## config.mk

```make
export PLATFORM = sky130hd
export DESIGN_NAME = reg_status_file
export DESIGN_NICKNAME = d
export VERILOG_FILES = /design/src/rtl/reg_status_file.sv
export SDC_FILE = /design/constraint.sdc
export NUM_CORES = 2
export LEC_CHECK = 0
export BUFFER_PORTS_ARGS = -buffer_cell sky130_fd_sc_hd__buf_2
export CORE_MARGIN = 2
export CORE_UTILIZATION = 57
export DETAILED_ROUTE_END_ITERATION = 7
export PLACE_DENSITY = 0.82
export SYNTH_ARGS = -nofsm -noshare
export SYNTH_HDL_FRONTEND = slang
export SYNTH_SLANG_ARGS = --single-unit
```

## constraint.sdc

```tcl
create_clock -name clk -period 7.1 [get_ports clk]
set_input_delay 0.355 -clock clk [delete_from_list [all_inputs] [get_ports clk]]
set_output_delay 0.355 -clock clk [all_outputs]
set_load 0.02 [all_outputs]
```

## src/rtl/reg_status_file.sv

```systemverilog
// reg_status_file: architectural register file with per-register ROB reference tracking
//
// Ports:
//   clk, rst                        clock; synchronous active-low reset
//   read_en_N, read_addr_N          operand read request, N = 1,2 (combinational)
//   read_is_ref_N, read_data_N      1: data is a zero-extended ROB tag; 0: committed value
//   alloc_en/alloc_addr/alloc_tag   dispatch claims a destination for a ROB tag
//   commit_en/_addr/_tag/_data      ROB retires a result and releases a matching claim
//   flush                           drops every outstanding reference
//   ref_count                       registered number of registers holding a reference
// Optional: define REG_STATUS_BYPASS_EN for same-cycle commit-to-read forwarding.
module reg_status_file #(
  parameter int ROB_ADDR_WIDTH = 4
) (
  input  logic                      clk,
  input  logic                      rst,
  input  logic                      read_en_1,
  input  logic [4:0]                read_addr_1,
  output logic                      read_is_ref_1,
  output logic [31:0]               read_data_1,
  input  logic                      read_en_2,
  input  logic [4:0]                read_addr_2,
  output logic                      read_is_ref_2,
  output logic [31:0]               read_data_2,
  input  logic                      alloc_en,
  input  logic [4:0]                alloc_addr,
  input  logic [ROB_ADDR_WIDTH-1:0] alloc_tag,
  input  logic                      commit_en,
  input  logic [4:0]                commit_addr,
  input  logic [ROB_ADDR_WIDTH-1:0] commit_tag,
  input  logic [31:0]               commit_data,
  input  logic                      flush,
  output logic [5:0]                ref_count
);
  logic [31:0][31:0]               data_q, data_d;
  logic [31:0]                     ref_valid_q, ref_valid_d;
  logic [31:0][ROB_ADDR_WIDTH-1:0] ref_tag_q, ref_tag_d;
  logic [5:0]                      count_q, count_d;
  logic                            commit_ok, alloc_ok, commit_match;
  assign commit_ok    = commit_en && commit_addr != 5'd0;
  assign alloc_ok     = alloc_en && alloc_addr != 5'd0 && !flush;
  assign commit_match = ref_valid_q[commit_addr] && ref_tag_q[commit_addr] == commit_tag;
  // Commit is applied first so a same-cycle alloc to the same register wins the reference.
  always_comb begin
    data_d      = data_q;
    ref_valid_d = ref_valid_q;
    ref_tag_d   = ref_tag_q;
    if (commit_ok) begin
      data_d[commit_addr] = commit_data;
      if (commit_match) ref_valid_d[commit_addr] = 1'b0;
    end
    if (flush) ref_valid_d = '0;
    if (alloc_ok) begin
      ref_valid_d[alloc_addr] = 1'b1;
      ref_tag_d[alloc_addr]   = alloc_tag;
    end
    count_d = '0;
    for (int i = 1; i < 32; i++) count_d = count_d + 6'(ref_valid_d[i]);
  end
  always_ff @(posedge clk) begin
    if (!rst) begin
      data_q      <= '0;
      ref_valid_q <= '0;
      ref_tag_q   <= '0;
      count_q     <= '0;
    end else begin
      data_q      <= data_d;
      ref_valid_q <= ref_valid_d;
      ref_tag_q   <= ref_tag_d;
      count_q     <= count_d;
    end
  end
  assign ref_count = count_q;
  // Returns {is_ref, data}; r0 and disabled ports read as zero, as does everything in reset.
  function automatic logic [32:0] read_port(input logic en, input logic [4:0] a);
    logic bypass;
`ifdef REG_STATUS_BYPASS_EN
    bypass = commit_en && commit_addr == a && ref_valid_q[a] && ref_tag_q[a] == commit_tag;
`else
    bypass = 1'b0;
`endif
    return (!rst || !en || a == 5'd0) ? 33'd0 :
           bypass                     ? {1'b0, commit_data} :
           ref_valid_q[a]             ? {1'b1, 32'(ref_tag_q[a])} :
                                        {1'b0, data_q[a]};
  endfunction
  always_comb begin
    {read_is_ref_1, read_data_1} = read_port(read_en_1, read_addr_1);
    {read_is_ref_2, read_data_2} = read_port(read_en_2, read_addr_2);
  end
endmodule

```

==> results.txt <==
unrepaired setup endpoints after global routing - no
Die Wd - 335 microns
library cells used by synthesis - 59
Clock Latency Late Sink - 0.77 ns
Worst setup endpoint - ref_count[4]
R2R depth - 23
Worst path slowest cell - fa_1
top-count cell post-synth - nand2_1
number of iterations in the first detailed-routing pass - 8
final setup TNS - 0 ns
DR top layer - met5
final hold slack - 0.0981 ns
Die Ht - 335 microns
die area - 0.112 sq mm
Hold Vio Cnt, Final - 0
minimum clock period - 6.78 ns
ranking of synthesized cells by area - dfxtp_1 (38%), mux4_2 (27%), nand2_1 (13%)
Final Max Tran Viols - 0
most common flop cell mapped by yosys - dfxtp_1
Layout Nets - 6497
GRT overflow - 0
Final HPWL DP - 131000 microns
delay-heaviest family, CP - adder cells
CTS Buf Count - 119
worst stage delay on the critical path - 0.56 ns
Max-slew headroom - 0.0917
Worst EP arrival - 7.36 ns
num rows - 121
Tcrit/Tclk final - 0.955
# port buffers - 138
Via density - 7.13
violated checks - design-rule violations
syn nets - 6720
clock root buffer master - clkbuf_16
WL final - 236000 microns
PostCTS Resize Cnt - 0
Layout fillers - 8171
M1 WL - 73800 microns
I/O pin total - 139
Max IR drop VDD - 0.211 mV
number of antenna violations at the first check in global routing - 20
Buf/Inv on CP - 5
Synth top area share - 0.382
Syn Std Cell Area - 0.0624 sq mm
CP Launch Point - ref_tag_q[56]
core footprint - 0.109 sq mm
first-pass GRT wire length - 347000 microns
Clock transition at path regs - 0.07 ns
vias in the first global route - 55866
ys async rst share - 0
vias - 56556
layout overhead on the synthesized area - 9.47%
Yosys reg bits - 1190
post-synthesis cell type with the largest combined area - dfxtp_1
met3 WL - 41000 microns
cells after synthesis - 6623
Reg-to-Reg End - ref_count[4]
share of layout cells above drive strength 1 - 0.210
FMAX - 148 MHz
Synth Area per Inst - 9.42 sq um
flop2flop setup slack - 0.32 ns
DRC Markers - 2
Final ANT Viol Nets - 0
setup violators final - 0
DR WL/cell - 29.7 microns
Max-Cap Viols - 0
critical-path cell list - mux4_2, a211oi_4, nand2_1, mux2_4, or2_1, buf_12, buf_4, a31o_1, fa_1, fa_1, fa_1, inv_1, fa_1, fa_1, fa_1, inv_1, fa_1, inv_1, fa_1, a21o_1, a21oi_2, xor2_1, nor2_1
Post-synth EDFFs - 0
1st-iter DRT viols - 9820
pwr dens - 213 mW/mm^2
CP Depth - 23
Initial Utilization - 0.574
clock skew - 0.0660 ns
GR Util All Layers - 0.414
# clock sinks - 1190
RD Place Congestion - 0.989
met2 wire len - 98000 microns
crit-path max FO - 21
critical path's most frequent cell - fa_1
commonest cells in the synthesized netlist - nand2_1 (2142), dfxtp_1 (1190), a21oi_1 (1098)
critical path class - flip-flop to flip-flop
H-tree depth - 3
startpoint types - flip-flop
required time worst endpoint - 7.68 ns
post-synthesis sequential area ratio - 0.382
Post-CTS Setup Inserts - 0
Worst setup EP type - flip-flop
Max clock buf depth - 3
largest net degree at the start of global routing - 223
CTS tree - yes
Min-Delay Path Class - primary input to flip-flop
RR Startpoint - ref_tag_q[56]
Leak Pwr - 0.0224 uW
worst slew pin tran - 1.36 ns
Ys Warns - 0
outcome - finished, violations left
hold_buf cts - 0
-- placed cells by master, fill, tap and decap left out, types with 58 or more instances in the layout --
cell	count
buf_2	128
nand2_1	2115
dfxtp_1	1190
mux2i_1	177
nand3_1	58
nor2_1	166
buf_4	180
clkbuf_16	119
mux4_2	746
a21oi_1	1097
-- worst min-delay path, cell delays in order --
cell and delay, ns:
buf_2 0.28, nand2_1 0.12, a21oi_1 0.06
-- report_power, final --
part	leakage, uW	internal, uW	switching (uW)
combinational	0.0108	354	794
sequential	0.00959	6720	34.1
clock	0.00203	3770	2890
total	0.0224	10800	3710
-- kinds of logic (layout without fill, tap and decap cells) --
group	count (synthesis)	count (layout)	synth area share
AND/OR/NAND/NOR	2535	2535	0.159
AO/OA/AOI/OAI	1230	1230	0.105
flip-flops	1190	1190	0.382
multiplexers	925	925	0.298
buffers and inverters	707	588	0.0464
adder cells (fa/ha/maj)	30	30	0.00878
XOR/XNOR	6	6	0.000842
other	0	11	0
-- layout make-up --
type / instances / area [sq um] / area share
repair buffers: 330 / 2390 / 0.0349
clock buffers: 190 / 3670 / 0.0538
multi-input cells: 4726 / 36000 / 0.527
flip-flops and latches: 1190 / 23800 / 0.349
well taps: 1414 / 1770 / 0.0259
diodes: 11 / 27.5 / 0.000403
inverters: 33 / 136 / 0.00200
clock inverters: 35 / 469 / 0.00687
-- stage by stage --
stage          std cells  area (sq um)  utilization  total power (uW)  setup WS [ns]
5_1_grt             7924         68300        0.628             14800         0.0274
3_5_place_dp        7692         64100        0.590              8000        -0.0395
3_3_place_gp        7691         64100        0.590              7990        -0.0359
6_report            7929         68300        0.628             14600          0.323
2_1_floorplan       6623         62400            -              7650          0.383
4_1_cts             7917         68300        0.628             14500          0.227
-- per-layer routing --
metal  up-vias  GRT usage
met1     26676      0.482
met4        24      0.325
met2      5139      0.591
met5         -     0.0109
met3      1720      0.186
li1      22997          -
-- worst min path at each step --
stage | from | endpoint | cells past startpoint
floorplan | data_q[192] | data_q[192] | 2
global placement | data_q[593] | data_q[593] | 2
detailed placement | data_q[588] | data_q[588] | 2
CTS | commit_data[6] | data_q[678] | 3
global route | commit_data[25] | data_q[921] | 3
finish | commit_data[6] | data_q[70] | 3
-- registers in the layout, indices dropped and copies added, names as in the netlist --
register,count
ref_tag_q,128
data_q,1024
ref_count,6
ref_valid_q,32
No activity file was read; power rests on OpenSTA's default activity.
